===== src/rtl/data_deinterleaver.sv =====
// Purpose : receive-side OFDM de-interleaver. It buffers one symbol of N bits in a ping-pong
//           single-bit RAM, undoes the pair swap on write and the block permutation on read.
// Latency : the first output bit comes 3 cycles after the last input bit (read engine idle).
//           Output is then N back-to-back bits.
// Backpressure: none. The input is never stalled. A symbol that finds its target bank still
//           full is counted, dropped and flagged in the sticky deintv_ovf.
// Ports   : cb_clk/rst_n clock and async active-low reset.
//           deintv_din/_en: one input bit per enabled cycle.
//           deintv_con/signal_flag_in: symbol size and SIGNAL flag, taken with the first bit.
//           deintv_dout/_vld/_last/_type: de-interleaved output stream.
//           deintv_ovf: sticky drop indication.
module data_deinterleaver #(
  parameter int BANK_DEPTH = 288
) (
  input  logic       cb_clk,
  input  logic       rst_n,
  input  logic       deintv_din,
  input  logic       deintv_en,
  input  logic [1:0] deintv_con,
  input  logic       signal_flag_in,
  output logic       deintv_dout,
  output logic       deintv_vld,
  output logic       deintv_last,
  output logic [1:0] deintv_type,
  output logic       deintv_ovf
);
  localparam int AW = $clog2(2 * BANK_DEPTH);
  localparam int JW = $clog2(BANK_DEPTH);
  localparam logic [AW-1:0] BANK_OFS = AW'(BANK_DEPTH);

  function automatic logic [JW-1:0] last_idx(input logic [1:0] c);
    case (c)
      2'b00:   last_idx = JW'(47);
      2'b01:   last_idx = JW'(95);
      2'b10:   last_idx = JW'(191);
      default: last_idx = JW'(287);
    endcase
  endfunction

  // Block permutation (N/16)*(k mod 16) + k/16 built from shifts: 3=2+1, 6=4+2, 12=8+4, 18=16+2.
  function automatic logic [JW-1:0] blk_perm(input logic [JW-1:0] k, input logic [1:0] c);
    logic [JW-1:0] r;
    logic [JW-1:0] row;
    r   = JW'(k[3:0]);
    row = k >> 4;
    case (c)
      2'b00:   blk_perm = (r << 1) + r + row;
      2'b01:   blk_perm = (r << 2) + (r << 1) + row;
      2'b10:   blk_perm = (r << 3) + (r << 2) + row;
      default: blk_perm = (r << 4) + (r << 1) + row;
    endcase
  endfunction

  function automatic logic [AW-1:0] bank_ofs(input logic b);
    bank_ofs = b ? BANK_OFS : '0;
  endfunction

  // write side state
  logic [JW-1:0]   j_q;
  logic [4:0]      grp_q;          // j mod 24, restarted with every symbol
  logic [1:0]      con_q;
  logic            sig_q, drop_q, wr_bank_q, ovf_q;
  logic            wr_en_q, wr_dat_q;
  logic [AW-1:0]   wr_addr_q;
  // bank bookkeeping
  logic [1:0]      full_q;
  logic [1:0][1:0] bank_con_q;
  // read engine and output pipeline
  logic            rd_act_q, rd_bank_q;
  logic [JW-1:0]   k_q;
  logic            a_vld_q, a_last_q, b_vld_q, b_last_q, ram_q;
  logic [1:0]      a_type_q, b_type_q;
  logic [AW-1:0]   rd_addr_q;
  logic            dout_q, vld_q, last_q;
  logic [1:0]      type_q;
  logic            mem [2*BANK_DEPTH];

  // combinational next-state
  logic            sym_start, cur_sig, cur_drop, at_last, commit;
  logic [1:0]      cur_con, rd_con, full_d;
  logic [JW-1:0]   wr_a, rd_k;
  logic [AW-1:0]   wr_addr_d, rd_addr_d;
  logic            rd_start, rd_issue, rd_done;

  always_comb begin
    sym_start = (j_q == '0);
    // Symbol parameters come straight from the ports on the first bit, then from the latches.
    cur_con   = sym_start ? deintv_con : con_q;
    cur_sig   = sym_start ? signal_flag_in : sig_q;
    cur_drop  = sym_start ? full_q[wr_bank_q] : drop_q;
    at_last   = (j_q == last_idx(cur_con));
    wr_a      = j_q;
    // Undo the second-level pair swap in the upper half of every 24-bit group.
    if (!cur_sig && grp_q >= 5'd12) wr_a = {j_q[JW-1:2], ~j_q[1], j_q[0]};
    wr_addr_d = AW'(wr_a) + bank_ofs(wr_bank_q);
    commit    = deintv_en && at_last && !cur_drop;

    // Banks always complete alternately, so serving them alternately keeps completion order.
    rd_start  = !rd_act_q && full_q[rd_bank_q];
    rd_issue  = rd_act_q || rd_start;
    rd_k      = rd_act_q ? k_q : '0;
    rd_con    = bank_con_q[rd_bank_q];
    rd_done   = rd_issue && (rd_k == last_idx(rd_con));
    rd_addr_d = AW'(blk_perm(rd_k, rd_con)) + bank_ofs(rd_bank_q);

    // The release is applied before the completion. Both never hit the same bank.
    full_d = full_q;
    if (rd_done) full_d[rd_bank_q] = 1'b0;
    if (commit)  full_d[wr_bank_q] = 1'b1;
  end

  always_ff @(posedge cb_clk or negedge rst_n) begin
    if (!rst_n) begin
      j_q        <= '0;
      grp_q      <= '0;
      con_q      <= '0;
      sig_q      <= 1'b0;
      drop_q     <= 1'b0;
      wr_bank_q  <= 1'b0;
      ovf_q      <= 1'b0;
      wr_en_q    <= 1'b0;
      wr_dat_q   <= 1'b0;
      wr_addr_q  <= '0;
      full_q     <= '0;
      bank_con_q <= '0;
      rd_act_q   <= 1'b0;
      rd_bank_q  <= 1'b0;
      k_q        <= '0;
      a_vld_q    <= 1'b0;
      a_last_q   <= 1'b0;
      a_type_q   <= '0;
      rd_addr_q  <= '0;
      b_vld_q    <= 1'b0;
      b_last_q   <= 1'b0;
      b_type_q   <= '0;
      dout_q     <= 1'b0;
      vld_q      <= 1'b0;
      last_q     <= 1'b0;
      type_q     <= '0;
    end else begin
      if (deintv_en) begin
        if (sym_start) begin
          con_q  <= deintv_con;
          sig_q  <= signal_flag_in;
          drop_q <= full_q[wr_bank_q];
          if (full_q[wr_bank_q]) ovf_q <= 1'b1;
        end
        if (at_last) begin
          j_q   <= '0;
          grp_q <= '0;
          if (!cur_drop) begin
            wr_bank_q             <= ~wr_bank_q;
            bank_con_q[wr_bank_q] <= cur_con;
          end
        end else begin
          j_q   <= j_q + JW'(1);
          grp_q <= (grp_q == 5'd23) ? '0 : grp_q + 5'd1;
        end
      end
      // The RAM write lands one cycle after the bit is sampled.
      wr_en_q   <= deintv_en && !cur_drop;
      wr_addr_q <= wr_addr_d;
      wr_dat_q  <= deintv_din;
      full_q    <= full_d;

      if (rd_issue) begin
        k_q      <= rd_k + JW'(1);
        rd_act_q <= !rd_done;
        if (rd_done) rd_bank_q <= ~rd_bank_q;
      end
      a_vld_q   <= rd_issue;
      a_last_q  <= rd_done;
      a_type_q  <= rd_con;
      rd_addr_q <= rd_addr_d;

      b_vld_q   <= a_vld_q;
      b_last_q  <= a_last_q;
      b_type_q  <= a_type_q;

      vld_q  <= b_vld_q;
      last_q <= b_last_q;
      dout_q <= b_vld_q & ram_q;
      if (b_vld_q) type_q <= b_type_q;
    end
  end

  always_ff @(posedge cb_clk) begin
    if (wr_en_q) mem[wr_addr_q] <= wr_dat_q;
    ram_q <= mem[rd_addr_q];
  end

  assign deintv_dout = dout_q;
  assign deintv_vld  = vld_q;
  assign deintv_last = last_q;
  assign deintv_type = type_q;
  assign deintv_ovf  = ovf_q;
endmodule


===== config.mk =====
export PLATFORM = sky130hd
export DESIGN_NAME = data_deinterleaver
export DESIGN_NICKNAME = d
export VERILOG_FILES = /design/src/rtl/data_deinterleaver.sv
export SDC_FILE = /design/constraint.sdc
export NUM_CORES = 1
export LEC_CHECK = 0
export CAP_MARGIN = 20
export CORE_ASPECT_RATIO = 0.75
export CORE_UTILIZATION = 58
export CTS_CLUSTER_SIZE = 10
export DETAILED_ROUTE_END_ITERATION = 8
export PLACE_DENSITY = 0.74
export SLEW_MARGIN = 5
export SYNTH_ARGS = -nofsm -noshare
export SYNTH_HDL_FRONTEND = slang
export SYNTH_SLANG_ARGS = --single-unit

===== constraint.sdc =====
create_clock -name cb_clk -period 14.6 [get_ports cb_clk]
set_clock_uncertainty 0.15 [all_clocks]
set_input_delay 2.19 -clock cb_clk [delete_from_list [all_inputs] [get_ports cb_clk]]
set_output_delay 2.19 -clock cb_clk [all_outputs]
set_load 0.01 [all_outputs]

* Word level (Yosys, flattened, before mapping)
Memories as Yosys holds them, arrays and structs flattened. A register that Yosys moved wholly into a read port is not among the register bits.
Index checks and enable logic that the tools add are counted.
** Storage, ports and cells
- Bits of input ports :: 7
- RAM bits :: 576
- Memories kept :: 1
- Word-level logic and storage cells :: 110
- Register bits after elaboration :: 72
- Output and inout port bits :: 6
** Memories
- mem :: depth 576, bits a word 1, read ports 1, clocked after Yosys merged registers in 1, wr ports 1, RTL line 76 : logic mem [2*BANK_DEPTH];
** Cells by class
- Bitwise logic cells :: 8
- Reductions and logical operators :: 19
- Equal/unequal tests :: 7
- Muxes and demuxes :: 30
- $add $sub $neg :: 13
- Magnitude comparators :: 5
** Operator list (number)
- 9-bit case mux with 3 select lines :: 3
- 9-bit two-way mux :: 4
- 9-bit by 9-bit adder with 10-bit output :: 2
- 8-bit by 5-bit adder with 9-bit output :: 2
- 9-bit by 1-bit adder with 9-bit output, second input constant :: 2
- 9-bit == test :: 2
- 6-bit by 5-bit adder with 7-bit output :: 2
- 2-bit two-way mux :: 7
- 1-bit two-way mux :: 10
- 5-bit two-way mux :: 2
- 9-bit by 5-bit adder with 9-bit output :: 1
- 9-bit zero test :: 1
- 7-bit by 5-bit adder with 8-bit output :: 1
- 7-bit by 6-bit adder with 8-bit output :: 1
- 1-bit logical AND :: 8
- 5-bit by 4-bit adder with 6-bit output :: 1
- 3-bit AND reduction :: 2
- 5-bit by 1-bit adder with 5-bit output, second input constant :: 1
- 5-bit == test, second input constant :: 1
- 5-bit by 4-bit greater-or-equal comparator with 1-bit output, second input constant :: 1
- 4-bit bitwise mux :: 1
- 2-bit by 1-bit == test with 1-bit output, second input constant :: 2
- 2-bit == test, second input constant :: 2
- 1-bit zero test :: 4
- other kinds (12) :: 19

* Depth between registers and ports, before layout
- Word-level depth :: 9
- Gate-level depth with buffers :: 16
- Depth with buffers taken out :: 14

* Worst setup path before layout
Ideal clock, no wire load.
- Path type :: reg2reg
- Start point :: register wr_dat_q
- End point :: memory mem[0], data pin
- Data required time :: 12.898 ns
- Library setup time :: 1.552 ns
- Arrival time :: 6.770 ns
- Clock period less this slack :: 8.472 ns
- Path buffers :: 0
- Setup slack :: 6.128 ns
- Cell stages (with the launch flop) :: 1
- Path through :: dfrtp_1
** RTL lines
- start, declared :: RTL line 63 : logic wr_en_q, wr_dat_q;
- start signal, assigned :: RTL line 163 : wr_dat_q <= deintv_din;
- end, declared :: RTL line 76
Straight into the memory's write port.

==> impl_metrics.py <==
metrics = {
    "floorplan": {
        "rows": 71,
        "core-area_um2": 50100,
        "fp.dieW_um": 262,
        "die_h_um": 197,
        "dieArea_um2": 51700,
        "initial_utilization_pct": 58.8,
        "ios": 13,
    },
    "timing": {
        "timing.slew.headroom_pct": 21.0,
        "period_share_pct": 32.0,
        "tightestPinTransition_ns": 1.18,
        "hold_violations": 0,
        "finalSetupViolCount": 0,
        "slew_viol_final": 0,
        "fmax_mhz": 214,
        "final.setup.tns_ns": 0,
        "timing.final.crit_period_ns": 4.68,
        "rsz0062_at_grt": "no",
        "setup_ws_ns": 9.92,
    },
    "critical_path": {
        "timing.critical_path.to_type": "register",
        "crit_fanout": 41,
        "cp_data_required_time_ns": 14.90,
        "crit_arrival_ns": 4.98,
        "start_kind": "register",
        "path_class": "reg -> reg",
    },
    "synthesis": {
        "synth_cell_type_count": 72,
        "synthCells": 2176,
        "syn-num-nets": 2222,
        "avgSynthCellArea_um2": 13.5,
        "synth_top_cell_by_area": "edfxtp_1",
        "synth_edf_count": 576,
        "ys_ff_latch": 649,
        "yosysSeqAreaShare_pct": 64.9,
        "ys_warn_count": 0,
        "synth_area_leaders": "edfxtp_1 (59%), mux4_2 (9.9%), nor2_1 (7.7%)",
        "synthArstFlopShare_pct": 11.1,
        "yosys_most_used_dff": "edfxtp_1",
        "yosysMostFrequentCell": "nor2_1",
        "syn_area_um2": 29400,
        "yosysTopAreaCellShare_pct": 58.7,
        "yosys-top-cells-count": "nor2_1 (604), edfxtp_1 (576), mux4_2 (130)",
    },
    "hold_path": {
        "min_path_type": "reg -> reg",
    },
    "cts": {
        "htreeDepth": 3,
        "clkSinkCount": 649,
        "cts_inserted_buffers": 75,
        "cts.clk_slew.worst_paths_ns": 0.05,
        "clock_path_buffers": 3,
        "tritoncts": "built",
        "cts_setup_buffers": 0,
        "cts_root_buffer": "clkbuf_16",
        "cts.repair.resized": 0,
        "clk_latency_ns": 0.61,
        "cts_hold_buffers": 0,
    },
    "finish": {
        "fillers": 3576,
        "final_util_pct": 64.7,
        "fin_nets": 2185,
        "multi_input_area_um2": 9510,
        "drive_above_1_share_pct": 14.0,
        "area.sequential_um2": 19100,
        "synthToLayoutAreaGrowth_pct": 10.0,
        "final-instance-count-excl-fill": 2822,
    },
    "placed_design": {
        "placed_cells": 2706,
        "hpwl_um": 41700,
        "portBuffers": 12,
        "routabilityCongestion": 0.908,
        "place_ws_ns": 9.65,
    },
    "pwr": {
        "power_w": 0.00404,
        "powerDensity_nw_per_um2": 125,
        "vdd_ir_drop_max_v": 0.000113,
        "power_leakage_nw": 10.3,
    },
    "route": {
        "drcViolationCount": 0,
        "wl_um": 70900,
        "vias_per_cell": 6.42,
        "wire_per_inst_um": 25.1,
        "vias": 18116,
        "firstDrtPassIters": 6,
        "final_antenna_net_count": 0,
        "drt_iter0_drc": 2637,
    },
    "global_route": {
        "grt_pass1_vias": 18078,
        "grt_overflow": 0,
        "grt_max_degree": 136,
        "grt_pass1_wl_um": 108000,
        "antenna_found_initial": 1,
        "grt_usage_pct": 28.2,
    },
    "run": {
        "timing.max_cap.violations": 0,
    },
    "status": {
        "status": "finished clean",
    },
}
-- per-layer routing --
layer	global-route usage [%]	share of wire (%)	vias up
li1	-	-	7849
met1	39.5	39	9170
met2	44.2	47	956
met3	7.10	11	141
met4	7.84	2.4	0
met5	0	0	-
-- where the power goes --
group	switching, W	internal [W]	leakage [nW]
sequential	0.0000483	0.00205	6.13
clock	0.000695	0.000968	1.01
combinational	0.000211	0.0000708	3.18
total	0.000954	0.00309	10.3
-- cell usage in the layout (no fill, tap or decap), drive strengths merged, types with 4 or more instances in the layout --
cell	n
xor2	16
inv	26
a31oi	4
a211oi	14
nand4	11
and3	13
a22o	8
nor2	604
a21oi	35
mux4	130
xnor2	23
mux2	27
nor2b	13
and2	17
o21ai	23
o31ai	4
nor4	5
nand3b	6
clkbuf	99
o221ai	8
o22ai	21
clkdlybuf4s50	11
buf	49
nand3	35
nand2	93
ha	33
mux2i	62
nor3	36
clkinv	4
fa	6
dfrtp	72
nand2b	11
nor3b	8
or2	4
edfxtp	576
and3b	5
a21o	12
-- through the flow --
| stage | area, µm² | hold WS (ns) |
|---|---|---|
| finish | 32400 | 0.202 |
| global route | 32400 | 0.218 |
| CTS | 32100 | 0.206 |
| detailed placement | 30000 | 0.188 |
| global placement | 29900 | 0.185 |
| floorplan | 29400 | 0.181 |
-- registers in the layout, summed over array words and instances, names as in the netlist, 2 cells and up --
name         flops
bank_con_q       4
j_q              9
b_type_q         2
grp_q            5
full_q           2
deintv_type      2
a_type_q         2
rd_addr_q       10
mem            576
con_q            2
k_q              9
wr_addr_q       10
-- worst max-delay path: stages (launching register included) --
cell and delay, ns:
dfrtp_4 0.95, buf_4 0.73, buf_4 0.65, mux4_2 0.59, mux4_2 0.53, and2_1 0.18, a211oi_1 0.21, nor3_1 0.07
o31ai_1 0.23, a41oi_1 0.15
-- cell type report --
type                       instances  area share, %
clock buffer                      99           6.33
timing repair buffer              60           2.33
antenna                            1        0.00772
multi-input combinational       1326           29.4
clock inverter                     3         0.0695
tap                              657           2.54
inverter                          27          0.313
sequential                       649           59.1
-- final timing paths --
kind,start,endpoint,slack (ns),cells past startpoint
setup / recovery,rd_addr_q[0]$_DFF_PN0_,ram_q$_DFF_P_,9.92,9
hold / removal,b_last_q$_DFF_PN0_,deintv_last$_DFF_PN0_,0.20,0
setup reg to reg,rd_addr_q[0]$_DFF_PN0_,ram_q$_DFF_P_,9.92,9
hold reg to reg,b_last_q$_DFF_PN0_,deintv_last$_DFF_PN0_,0.20,0
max in group asynchronous,rst_n,wr_dat_q$_DFF_PN0_,12.07,1
min in group asynchronous,rst_n,deintv_dout$_DFF_PN0_,1.54,1
-- logic make-up after synthesis --
logic type | after synthesis | synth area share (%)
mux | 219 | 13.1
compound gates | 160 | 3.72
xor+xnor | 39 | 1.16
buf+inv | 201 | 2.79
simple gates | 866 | 12.4
flops | 649 | 64.9
fa+ha+maj | 42 | 1.91
Power figures use the tool's default switching activity.
